===== src/rtl/board_register_file_pkg.sv =====
// Shared types for the N-queens occupancy board: write opcodes and clear-sweep states.
package queen_pkg;

  typedef enum logic [1:0] {
    ROW_LOAD = 2'd0,
    BIT_SET  = 2'd1,
    BIT_CLR  = 2'd2,
    BIT_TOG  = 2'd3
  } wr_mode_t;

  typedef enum logic {
    IDLE  = 1'b0,
    CLEAR = 1'b1
  } clr_state_t;

endpackage


===== src/rtl/board_register_file_if.sv =====
// Solver-to-board bus: write/clear commands, row read port and placement probe.
interface board_register_file_if #(parameter int N = 8);
  import queen_pkg::*;

  localparam int RW = $clog2(N);

  logic            clr_start;
  logic            busy;
  logic            wr_en;
  wr_mode_t        wr_mode;
  logic [RW-1:0]   wr_row;
  logic [RW-1:0]   wr_col;
  logic [N-1:0]    wr_data;
  logic [RW-1:0]   rd_row;
  logic [N-1:0]    rd_data;
  logic [N-1:0]    col_occ;
  logic [RW-1:0]   chk_row;
  logic [RW-1:0]   chk_col;
  logic            chk_safe;

  modport master (
    output clr_start, wr_en, wr_mode, wr_row, wr_col, wr_data, rd_row, chk_row, chk_col,
    input  busy, rd_data, col_occ, chk_safe
  );

  modport slave (
    input  clr_start, wr_en, wr_mode, wr_row, wr_col, wr_data, rd_row, chk_row, chk_col,
    output busy, rd_data, col_occ, chk_safe
  );

endinterface


===== src/rtl/board_register_file_diag_checker.sv =====
// Combinational attack check: is (chk_row, chk_col) free of queens in any earlier row
// along its column or either diagonal. Out-of-board diagonal columns simply never match.
module diag_checker #(
  parameter int N = 8,
  localparam int RW = $clog2(N)
) (
  input  logic [N-1:0][N-1:0] board,
  input  logic [RW-1:0]       chk_row,
  input  logic [RW-1:0]       chk_col,
  output logic                safe
);

  int cr;
  int cc;

  always_comb begin
    cr   = int'(chk_row);
    cc   = int'(chk_col);
    safe = (cr < N) && (cc < N);
    for (int r = 0; r < N; r++) begin
      for (int c = 0; c < N; c++) begin
        if (board[r][c] && (r < cr)) begin
          if ((c == cc) || (c == cc - (cr - r)) || (c == cc + (cr - r))) begin
            safe = 1'b0;
          end
        end
      end
    end
  end

endmodule


===== src/rtl/board_register_file.sv =====
// N x N queen occupancy board: per-row/per-bit writes, a sequential clear sweep,
// and registered row read, column occupancy and placement-safety outputs.
module board_register_file
  import queen_pkg::*;
#(
  parameter int N = 8
) (
  input  logic                  clk,
  input  logic                  rst,
  board_register_file_if.slave  bus
);

  localparam int RW = $clog2(N);

  logic [N-1:0][N-1:0] rows;
  clr_state_t          state;
  clr_state_t          state_nxt;
  logic [RW-1:0]       cnt;
  logic [RW-1:0]       cnt_nxt;
  logic                busy;
  logic                safe_comb;
  logic [N-1:0]        rd_sel;
  logic [N-1:0]        occ;

  assign busy     = (state == CLEAR);
  assign bus.busy = busy;

  always_ff @(posedge clk) begin
    if (rst) begin
      state <= IDLE;
      cnt   <= '0;
    end else begin
      state <= state_nxt;
      cnt   <= cnt_nxt;
    end
  end

  always_comb begin
    state_nxt = state;
    cnt_nxt   = cnt;
    case (state)
      IDLE: begin
        if (bus.clr_start) begin
          state_nxt = CLEAR;
          cnt_nxt   = '0;
        end
      end
      CLEAR: begin
        if (cnt == RW'(N - 1)) begin
          state_nxt = IDLE;
          cnt_nxt   = '0;
        end else begin
          cnt_nxt = cnt + 1'b1;
        end
      end
      default: state_nxt = IDLE;
    endcase
  end

  // Index decode by comparison so out-of-range rows/cols (non-power-of-2 N) match nothing.
  always_ff @(posedge clk) begin
    if (rst) begin
      rows <= '0;
    end else if (busy) begin
      for (int i = 0; i < N; i++) begin
        if (cnt == RW'(i)) rows[i] <= '0;
      end
    end else if (bus.wr_en) begin
      for (int i = 0; i < N; i++) begin
        if (bus.wr_row == RW'(i)) begin
          if (bus.wr_mode == ROW_LOAD) begin
            rows[i] <= bus.wr_data;
          end else begin
            for (int j = 0; j < N; j++) begin
              if (bus.wr_col == RW'(j)) begin
                case (bus.wr_mode)
                  BIT_SET: rows[i][j] <= 1'b1;
                  BIT_CLR: rows[i][j] <= 1'b0;
                  BIT_TOG: rows[i][j] <= ~rows[i][j];
                  default: rows[i][j] <= rows[i][j];
                endcase
              end
            end
          end
        end
      end
    end
  end

  always_comb begin
    rd_sel = '0;
    occ    = '0;
    for (int i = 0; i < N; i++) begin
      if (bus.rd_row == RW'(i)) rd_sel = rows[i];
      occ = occ | rows[i];
    end
  end

  diag_checker #(.N(N)) u_diag (
    .board   (rows),
    .chk_row (bus.chk_row),
    .chk_col (bus.chk_col),
    .safe    (safe_comb)
  );

  // Outputs sample the pre-edge board, so a write shows up one cycle after it lands.
  always_ff @(posedge clk) begin
    if (rst) begin
      bus.rd_data  <= '0;
      bus.col_occ  <= '0;
      bus.chk_safe <= 1'b0;
    end else begin
      bus.rd_data  <= rd_sel;
      bus.col_occ  <= occ;
      bus.chk_safe <= safe_comb;
    end
  end

endmodule


===== src/flat_wrapper.sv =====
// flat-port wrapper written by rule: the top's interface ports become plain ports
module board_register_file_flat import queen_pkg::*;
#(
  parameter int N = 8
)
  (clk, rst, bus_clr_start, bus_wr_en, bus_wr_mode, bus_wr_row, bus_wr_col, bus_wr_data, bus_rd_row, bus_chk_row, bus_chk_col, bus_busy, bus_rd_data, bus_col_occ, bus_chk_safe);
  board_register_file_if #(.N(N)) bus_i ();
  input  logic clk;
  input  logic rst;
  input wire logic [$bits(bus_i.clr_start)-1:0] bus_clr_start;
  input wire logic [$bits(bus_i.wr_en)-1:0] bus_wr_en;
  input wire logic [$bits(bus_i.wr_mode)-1:0] bus_wr_mode;
  input wire logic [$bits(bus_i.wr_row)-1:0] bus_wr_row;
  input wire logic [$bits(bus_i.wr_col)-1:0] bus_wr_col;
  input wire logic [$bits(bus_i.wr_data)-1:0] bus_wr_data;
  input wire logic [$bits(bus_i.rd_row)-1:0] bus_rd_row;
  input wire logic [$bits(bus_i.chk_row)-1:0] bus_chk_row;
  input wire logic [$bits(bus_i.chk_col)-1:0] bus_chk_col;
  output wire logic [$bits(bus_i.busy)-1:0] bus_busy;
  output wire logic [$bits(bus_i.rd_data)-1:0] bus_rd_data;
  output wire logic [$bits(bus_i.col_occ)-1:0] bus_col_occ;
  output wire logic [$bits(bus_i.chk_safe)-1:0] bus_chk_safe;
  assign bus_i.clr_start = bus_clr_start;
  assign bus_i.wr_en = bus_wr_en;
  assign bus_i.wr_mode = bus_wr_mode;
  assign bus_i.wr_row = bus_wr_row;
  assign bus_i.wr_col = bus_wr_col;
  assign bus_i.wr_data = bus_wr_data;
  assign bus_i.rd_row = bus_rd_row;
  assign bus_i.chk_row = bus_chk_row;
  assign bus_i.chk_col = bus_chk_col;
  assign bus_busy = bus_i.busy;
  assign bus_rd_data = bus_i.rd_data;
  assign bus_col_occ = bus_i.col_occ;
  assign bus_chk_safe = bus_i.chk_safe;
  board_register_file #(.N(N)) u_core (.clk(clk), .rst(rst), .bus(bus_i));
endmodule

===== config.mk =====
export PLATFORM = sky130hd
export DESIGN_NAME = board_register_file_flat
export DESIGN_NICKNAME = d
export VERILOG_FILES = /design/src/rtl/board_register_file_pkg.sv /design/src/rtl/board_register_file_if.sv /design/src/rtl/board_register_file_diag_checker.sv /design/src/rtl/board_register_file.sv /design/src/flat_wrapper.sv
export SDC_FILE = /design/constraint.sdc
export NUM_CORES = 1
export LEC_CHECK = 0
export CORE_MARGIN = 1
export CORE_UTILIZATION = 50
export DETAILED_ROUTE_END_ITERATION = 10
export PLACE_DENSITY = 0.65
export SYNTH_ARGS = -nofsm -noshare
export SYNTH_HDL_FRONTEND = slang
export SYNTH_HIERARCHICAL = 1
export SYNTH_SLANG_ARGS = --single-unit

===== constraint.sdc =====
create_clock -name clk -period 13.2 [get_ports clk]
set_input_delay 1.98 -clock clk [delete_from_list [all_inputs] [get_ports clk]]
set_output_delay 1.98 -clock clk [all_outputs]
set_load 0.01 [all_outputs]

---- Word level (Yosys, flattened, before mapping) ----
Index checks and enable logic that the tools add are counted.
operators by class
  add/sub/neg operators ................... 21
  $mul .................................... 0
  divide/modulo/power cells ............... 0
  order comparisons ....................... 7
  equal/unequal tests ..................... 145
  shifts and indexed selects .............. 0
  muxes and demuxes ....................... 280
  bitwise logic cells ..................... 72
  reduce and logical (&&, ||, !) cells .... 270
operators with widths
  kind                   count
  $eq A4 B32 Y1 const A  27
  $eq A3 B32 Y1 const A  14
  $logic_not A32 Y1      14
  $reduce_and A5 Y1      64
  $mux W8                32
  $eq A2 B32 Y1 const A  7
  $pmux W1 S3            64
  $mux W1                178
  $mux W64               2
  $eq A4 B5 Y1 const A   24
  $logic_or A1 B1 Y1     112
  $not A1 Y1             65
  $eq A3 B5 Y1 const A   12
  $logic_and A1 B1 Y1    56
  $or A8 B8 Y8           7
  $eq A3 B3 Y1 const B   16
  $add A4 B4 Y5          6
  $eq A2 B5 Y1 const A   6
  $sub A4 B4 Y5          6
  $eq A3 B2 Y1 const B   8
  $reduce_bool A3 Y1     8
  $ne A2 B2 Y1 const B   9
  $reduce_bool A2 Y1     9
  $eq A4 B4 Y1 const A   4
  other kinds (23)       45
storage, ports and cells
  bits in registers ....................... 85
  bits in latches ......................... 0
  memory bits (writable) .................. 0
  bits in read-only memories .............. 0
  bits of input ports ..................... 29
  output and inout port bits .............. 18
  word-level logic and storage cells ...... 864
  memories ................................ 0

---- Longest topological paths before layout ----
Gate-level depths: netlist (run 1).
  word-level depth ........................ 116
  gate-level depth with buffers ........... 18
  mapped depth without buffers ............ 17

---- Cells and area by module ----
The synthesis (run 1) kept the hierarchy.
by module, submodules not included
  module               instances  cells an instance  area each (um2)  seq. area each (um2)
  board_register_file  1          616                5,212.5          1,701.6
  diag_checker         1          510                3,862.5          0.0

---- Worst setup path before layout (run 1) ----
OpenSTA, ideal clock, no wires.
  path type ............................... in2reg
  start ................................... in bus_chk_row[0]
  end ..................................... reg u_core.bus.chk_safe
  setup time .............................. 0.066 ns
  arrival time ............................ 5.533 ns
  required time ........................... 13.134 ns
  path slack .............................. 7.601 ns
  cell stages on the path ................. 14
  buffers on the path ..................... 1
  cell sequence ........................... buf_2 -> inv_1 -> ha_1 -> inv_1 -> fa_1 -> xor2_1 -> mux4_2 -> a21oi_1 -> o22ai_1 -> nor4_1 -> nand4_1 -> or4_4 -> a2111oi_4 -> nor2b_1
between the ends
  longest elaborated chain between the ends .. 116
  elaborated cells between the ends (all ways) .. 419
  those cells by class .................... 20 x add/sub; 7 x order compare; 98 x eq/ne; 112 x mux; 182 x reduce/logical
ends and longest elaborated chain
  what                              RTL line                                RTL
  start: declaration                flat_wrapper.sv:17                      input wire logic [$bits(bus_i.chk_row)-1:0] bus_chk_row;
  $sub A3 B3 Y4                     board_register_file_diag_checker.sv:23  if ((c == cc) || (c == cc - (cr - r)) || (c == cc + (cr - r))) begin
  $logic_not A32 Y1                 board_register_file_diag_checker.sv:23
  $logic_or A1 B1 Y1 (2 in series)  board_register_file_diag_checker.sv:23
  $mux W1                           board_register_file_diag_checker.sv:23
  $mux W1                           board_register_file_diag_checker.sv:22  if (board[r][c] && (r < cr)) begin
  $mux W1                           board_register_file_diag_checker.sv:23
  $mux W1                           board_register_file_diag_checker.sv:22
  $mux W1                           board_register_file_diag_checker.sv:23
  (+100 left out)                   --
  $mux W1                           board_register_file_diag_checker.sv:22
  $mux W1                           board_register_file_diag_checker.sv:23
  $mux W1                           board_register_file_diag_checker.sv:22
  $mux W1                           board_register_file_diag_checker.sv:23
  $mux W1                           board_register_file_diag_checker.sv:22
  $mux W1                           board_register_file_diag_checker.sv:23
  $mux W1 (*)                       board_register_file_diag_checker.sv:22
  named net u_core.safe_comb        board_register_file.sv:21               logic safe_comb;
  end signal: assignment            board_register_file.sv:115              bus.chk_safe <= safe_comb;
  end: declaration                  board_register_file_if.sv:28            output busy, rd_data, col_occ, chk_safe
The timed path passes the listed nets; every way through them passes the cells marked *.
A chain may end at the register's enable or synchronous reset.

---- Final worst setup path (run 1) ----
  start ................................... in bus_chk_row[2]
  end ..................................... reg u_core.bus.chk_safe
Same word-level chain as after synthesis.

==> summary.md, run 1 <==
| Metric | Value |
|---|---|
| Status | `complete, no violations` |
| Bufs on Longest Clock Path | `2` |
| Leak pwr | `~3.8 nW` |
| Maximum vdd drop | `roughly 0.00010 V` |
| Clock power frac | `0.345` |
| Class of the most critical setup path | `primary input to flop` |
| Die ar. | `0.0187 mm^2` |
| Detail Route Antenna Nets | `0` |
| Yosys reg bits | `85` |
| Post-Syn Area | `0.00907 mm^2` |
| Final worst path period need | `6720 ps` |
| CTS sink count | `85` |
| Post-Route WL | `28300 um` |
| Final setup fails | `0` |
| Cell variety after synth | `85` |
| Clock buffer count from CTS | `9` |
| Share of the synthesized area in the top cell type | `0.188` |
| Worst slew pin tran | `about 1300 ps` |
| Final nets | `1235` |
| Top Ports | `47` |
| EDFF count, synth | `0` |
| Cell taking the most area after synthesis | `dfxtp_1` |
| Type of the worst min-delay path | `flop to flop` |
| Hold Vio Cnt, Final | `0` |
| Starting Density | `0.517` |
| Die Wd | `137 um` |
| Core footprint | `0.0175 mm^2` |
| Fillcell total | `1662` |
| Final weighted congestion in routability-driven placement | `1.01` |
| Pre-Repair DR Iteration Count | `5` |
| Largest net degree at the start of global routing | `between 70 and 80` |
| Worst hold stages | `2` |
| Share of total power in combinational logic | `0.329` |
| P_sw | `293 uW` |
| Number of hold buffers added after cts | `0` |
| Ant diodes | `0` |
| Maxcap violations | `0` |
| Worst path required time | `13480 ps` |
| Row count | `48` |
| Pwr Total | `851 uW` |
| Sequential area share after synthesis | `0.188` |
| Routed len/inst | `approximately 21 um` |
| GRT Util Overall | `0.307` |
| TritonCTS clock tree | `done` |
| Final period utilization | `0.509` |
| Vias in the first global route | `around 8000` |
| Worst Path Arrival | `7000 ps` |
| R2R cell count | `9` |
| Syn nets | `between 1000 and 1500` |
| CTS H-tree lvls | `3` |
| Max Slew Vio Count | `0` |
| DRC | `0` |
| Via count | `8842` |
| Dpl hpwl | `20500 um` |
| Post-synth ARST share | `0` |
| Pint | `558 uW` |
| CTS root buf | `clkbuf_16` |
| Setup TNS | `0 ps` |
| Worst setup SP type | `primary input` |
| Synth Instances | `roughly 1100` |
| Share of layout cells above drive strength 1 | `0.0709` |
| Top post-synthesis cells by area | `dfxtp_1 19%, ha_1 10%, nor2b_1 6.6%, o21ai_0 6.6%, mux2i_1 4.6%` |
| DR iter-0 viols | `1022` |
| Clk slew on worst S/H paths | `70 ps` |
| Crit-path max FO | `19` |
| Vias per cell | `6.54` |
| Syn Area/Cell | `just over 8 um^2` |
| PortBufs | `46` |
| Resized Gates After CTS | `0` |
| Global-route wire length before repair | `between 40000 and 50000 um` |
| RSZ-0062 raised after global routing | `no` |
| Initial antenna violation count | `0` |
| Sequential Power Share | `0.326` |
| Post-CTS Setup Inserts | `0` |
| Fmax | `0.149 GHz` |
| Clk_lat worst skew | `350 ps` |
| Ys flop type | `dfxtp_1` |
| Area grow syn2layout | `8.36%` |
| Switching share of power | `0.344` |
| Synthesis warning total | `6` |
| Worst slew margin | `0.160` |
| Grt ovf | `0` |
| Clock Skew | `10.0 ps` |
| Power density over the cells | `86.5 mW/mm^2` |
| Die Ht | `137 um` |
| CP endpoint kind | `flop` |
-- cell usage after synthesis, types with 11 or more instances --
| cell type | n |
|---|---|
| clkbuf_1 | 24 |
| o22ai_1 | 12 |
| o31ai_1 | 38 |
| nor3_1 | 17 |
| nand2b_1 | 49 |
| mux4_2 | 12 |
| ha_1 | 74 |
| dfxtp_1 | 85 |
| o21ai_0 | 120 |
| nand3_1 | 16 |
| inv_1 | 35 |
| a22oi_1 | 13 |
| nor4_1 | 27 |
| nor2b_1 | 96 |
| nand2_1 | 59 |
| a21oi_1 | 39 |
| mux2_2 | 17 |
| nor2_1 | 72 |
| mux2i_1 | 42 |
| buf_2 | 27 |
| a211o_1 | 11 |
-- critical path: stages --
cell,delay (ps)
clkdlybuf4s50_1,1080
inv_1,420
ha_1,480
inv_1,100
ha_1,320
nor2_1,190
o21ai_0,110
ha_1,290
and4b_1,180
nand4b_1,160
or3_1,130
a21oi_1,70
nor4_1,310
nand4_1,160
or4_4,550
a2111oi_4,280
nor2b_1,170
-- kinds of logic (layout without fill, tap and decap cells) --
kind of cell / count (synthesis) / after routing / synth area share
multiplexers: 72 / 72 / 0.0984
AO/OA/AOI/OAI: 355 / 355 / 0.272
flip-flops: 85 / 85 / 0.188
buffers and inverters: 108 / 110 / 0.0575
adder cells (fa/ha/maj): 82 / 82 / 0.120
AND/OR/NAND/NOR: 407 / 407 / 0.249
XOR/XNOR: 17 / 17 / 0.0164
-- registers in the layout (all words and copies together) (netlist names) --
| register | count |
|---|---|
| u_core/bus.busy | 1 |
| u_core/bus.chk_safe | 1 |
| u_core/bus.col_occ | 8 |
| u_core/bus.rd_data | 8 |
| u_core/cnt | 3 |
| u_core/rows | 64 |
-- layout make-up --
type	instances	area, um^2	area share
multi-input cells	933	6850	0.697
flip-flops and latches	85	1700	0.173
repair buffers	55	518	0.0527
well taps	225	282	0.0286
clock buffers	11	233	0.0237
inverters	40	150	0.0153
clock inverters	4	97.6	0.00992
-- path summary, 6_finish.rpt --
check                                             startpoint  slack [ps]                              to
worst max-delay path                          bus_chk_row[2]        6480  u_core/bus.chk_safe$_SDFF_PP0_
worst min-delay path            u_core/rows[57]$_SDFFE_PP0P_         510    u_core/rows[57]$_SDFFE_PP0P_
worst max register to register   u_core/rows[4]$_SDFFE_PP0P_       10100  u_core/bus.chk_safe$_SDFF_PP0_
worst min register to register  u_core/rows[57]$_SDFFE_PP0P_         510    u_core/rows[57]$_SDFFE_PP0P_
-- metrics by stage --
step                      cell area (um^2)  worst slack, ps  hold slack (ps)   util  cells
final                                 9830             6480              509  0.561   1353
after global routing                  9830             6190              554  0.561   1353
after CTS                             9830             6560              512  0.561   1353
after detailed placement              9500             6220              502  0.542   1338
after global placement                9500             6360              492  0.542   1338
after floorplan                       9070             7600              474      -   1126
-- layout by cell type (no fill, tap or decap), types with 27 or more instances in the layout --
cell type,n
o21ai_0,120
nor2b_1,96
dfxtp_1,85
ha_1,74
nor2_1,72
nand2_1,59
nand2b_1,49
clkdlybuf4s50_1,44
mux2i_1,42
a21oi_1,39
o31ai_1,38
inv_1,35
nor4_1,27
-- metal layers --
| layer | track usage | vias to the layer above | wire, um |
|---|---|---|---|
| met5 | 0 | - | 0 |
| met4 | 0.104 | 0 | 745 |
| met3 | 0.0404 | 51 | 2050 |
| met2 | 0.482 | 380 | 12700 |
| met1 | 0.429 | 4228 | 12800 |
| li1 | - | 4183 | - |
-- power by group through the flow --
stage	clock network [mW]	registers, mW	logic, mW
4_1_cts	0.297	0.276	0.276
2_1_floorplan	0	0.279	0.202
3_3_place_gp	0	0.282	0.272
3_5_place_dp	0	0.282	0.274
6_report	0.294	0.277	0.280
5_1_grt	0.308	0.277	0.308
Power figures use the tool's default switching activity.
==> run 2, diff against run 1 <==
Clock period 13.2 ns to 6.8 ns, I/O delays scaled along.
==> run 2 against run 1 <==
Critical path depth grew 1. Sequential power rose by 94%. Clock power is 72% higher. Via count is 0.17% lower. Sequential share of layout area is essentially flat. Register-to-register slack worse by 6400 ps. Setup slack worse by 5200 ps. Worst hold slack improved by 3.4 ps. Core utilization about the same.
==> summary.md, run 2 (synthesis results as in run 1) <==
| Metric | Value |
|---|---|
| Status | `complete, no violations (unchanged)` |
| GRT Util Overall | `0.309 (was 0.307)` |
| Worst Path Arrival | `5760 ps (was 7000 ps)` |
| Setup TNS | `0 ps (unchanged)` |
| Commonest cells after routing, fill and taps aside | `120 x o21ai_0, 96 x nor2b_1, 85 x dfxtp_1 (unchanged)` |
| Starting Density | `0.517 (unchanged)` |
| Power density over the cells | `162 mW/mm^2 (was 86.5 mW/mm^2)` |
| Most common cell after layout, fill and taps aside | `o21ai_0 (unchanged)` |
| Final nets | `1239 (was 1235)` |
| Clk slew on worst S/H paths | `70 ps (about the same)` |
| Worst slew pin tran | `1270 ps (was 1260 ps)` |
| Layout Utilization | `0.561 (about the same)` |
| Multi-input gate area | `0.00685 mm^2 (unchanged)` |
| Worst path required time | `7080 ps (was 13480 ps)` |
| Maximum vdd drop | `0.000139 V (was 0.000105 V)` |
| Clk_lat worst skew | `340 ps (was 350 ps)` |
| Max Slew Vio Count | `0 (unchanged)` |
| Initial antenna violation count | `0 (unchanged)` |
| Fillcell total | `1679 (was 1662)` |
| Worst setup SP type | `primary input (unchanged)` |
| Number of hold buffers added after cts | `0 (unchanged)` |
| CTS root buf | `clkbuf_16 (unchanged)` |
| Dpl hpwl | `21000 um (was 20500 um)` |
| FF/Latch Area | `0.00170 mm^2 (unchanged)` |
| DRC | `0 (unchanged)` |
| Grt peak-use layer | `met2 (unchanged)` |
| Hold Vio Cnt, Final | `0 (unchanged)` |
| Global-route wire length before repair | `44200 um (was 44100 um)` |
| Type of the worst min-delay path | `flop to flop (unchanged)` |
| Grt ovf | `0 (unchanged)` |
| PortBufs | `46 (unchanged)` |
| Post-Route WL | `28500 um (was 28300 um)` |
| Bufs on Longest Clock Path | `2 (unchanged)` |
| Post-CTS Setup Inserts | `0 (unchanged)` |
| Class of the most critical setup path | `primary input to flop (unchanged)` |
| Grt met1 use | `0.428 (was 0.429)` |
| Pre-Repair DR Iteration Count | `6 (was 5)` |
| Die Wd | `137 um (unchanged)` |
| Die ar. | `0.0187 mm^2 (unchanged)` |
| Resized Gates After CTS | `0 (unchanged)` |
| Leak pwr | `3.78 nW (was 3.77 nW)` |
| Largest net degree at the start of global routing | `73 (was 78)` |
| CTS sink count | `85 (unchanged)` |
| Top Ports | `47 (unchanged)` |
| Final weighted congestion in routability-driven placement | `0.965 (was 1.01)` |
| Final setup fails | `0 (unchanged)` |
| Vias in the first global route | `7836 (was 7833)` |
| Via count | `8827 (was 8842)` |
| Die Ht | `137 um (unchanged)` |
| TritonCTS clock tree | `done (unchanged)` |
| Crit-path max FO | `9 (was 19)` |
| Routed len/inst | `21.0 um (was 20.9 um)` |
| Met3 Use GR | `0.0522 (was 0.0404)` |
| CP endpoint kind | `flop (unchanged)` |
| Detail Route Antenna Nets | `0 (unchanged)` |
| Core footprint | `0.0175 mm^2 (unchanged)` |
| Area grow syn2layout | `8.38% (was 8.36%)` |
| RSZ-0062 raised after global routing | `no (unchanged)` |
| CTS H-tree lvls | `3 (unchanged)` |
| Fmax | `0.182 GHz` |
| Clock Skew | `7.29 ps (was 10.0 ps)` |
| Biggest register | `u_core/rows (unchanged)` |
| Met2 GRT Util | `0.484 (was 0.482)` |
| Worst slew margin | `0.156 (was 0.160)` |
| Final period utilization | `0.806` |
| Largest register FFs | `64 (unchanged)` |
| Final worst path period need | `between 5000 and 6000 ps` |
| Maxcap violations | `0 (unchanged)` |
| Row count | `48 (unchanged)` |
| Vias per cell | `6.50 (was 6.54)` |
| Ant diodes | `0 (unchanged)` |
| Top Registers | `u_core/rows (64), u_core/bus.col_occ (8), u_core/bus.rd_data (8) (unchanged)` |
| Clock buffer count from CTS | `9 (unchanged)` |
| Share of layout cells above drive strength 1 | `0.0750 (was 0.0709)` |
| DR iter-0 viols | `884 (was 1022)` |
-- run 2: cell count changes in the layout (fill, tap and decap cells not counted) --
cell	delta
buf_4	+4
bufinv_16	-2
clkinv_4	+2
clkbuf_8	+1
clkinvlp_4	-1
inv_6	+1
-- run 2: cell type report --
type                            instances  share of cell area
Inverter                               40              0.0153
Clock inverter                          4             0.00572
Multi-Input combinational cell        933               0.697
Clock buffer                           12              0.0251
Timing Repair Buffer                   59              0.0557
Sequential cell                        85               0.173
Tap cell                              225              0.0286
-- run 2: metrics by stage --
step / cells / area, um^2 / setup slack (ps) / total power, mW / hold slack [ps]
after detailed placement: 1342 / 9530 / 957 / 1.09 / 506
after floorplan: 1126 / 9070 / 2160 / 0.935 / 474
final: 1358 / 9840 / 1320 / 1.60 / 512
after CTS: 1358 / 9840 / 1300 / 1.60 / 514
after global placement: 1342 / 9530 / 1100 / 1.08 / 503
after global routing: 1358 / 9840 / 992 / 1.68 / 566
-- run 2: per-layer routing --
| metal | share of wire | vias to the layer above | wire, um |
|---|---|---|---|
| li1 | - | 4192 | - |
| met1 | 0.45 | 4196 | 12700 |
| met4 | 0.025 | 0 | 704 |
| met2 | 0.45 | 381 | 12900 |
| met5 | 0 | - | 0 |
| met3 | 0.077 | 58 | 2180 |
-- run 2: worst paths after layout --
check	from	to	slack [ps]	cells after the start
max	bus_chk_row[1]	u_core/bus.chk_safe$_SDFF_PP0_	1320	18
min	u_core/rows[56]$_SDFFE_PP0P_	u_core/rows[56]$_SDFFE_PP0P_	510	2
max reg2reg	u_core/rows[4]$_SDFFE_PP0P_	u_core/bus.chk_safe$_SDFF_PP0_	3750	9
min reg2reg	u_core/rows[56]$_SDFFE_PP0P_	u_core/rows[56]$_SDFFE_PP0P_	510	2
-- run 2: critical path, stage by stage --
cell             delay, ps
clkdlybuf4s50_1        620
inv_1                  290
ha_1                   510
inv_1                  160
ha_1                   330
o21bai_1               320
nor2b_1                250
o21ai_0                110
ha_1                   280
nand4_1                 90
nor4_1                  80
nand3_1                100
o2111ai_1              110
nor4_1                 340
nand4_1                140
or4_4                  550
a2111oi_4              280
nor2b_1                170
-- run 2: power by group --
group          internal (mW)  switching, mW
registers              0.515         0.0232
logic                  0.212          0.339
clock network          0.298          0.208
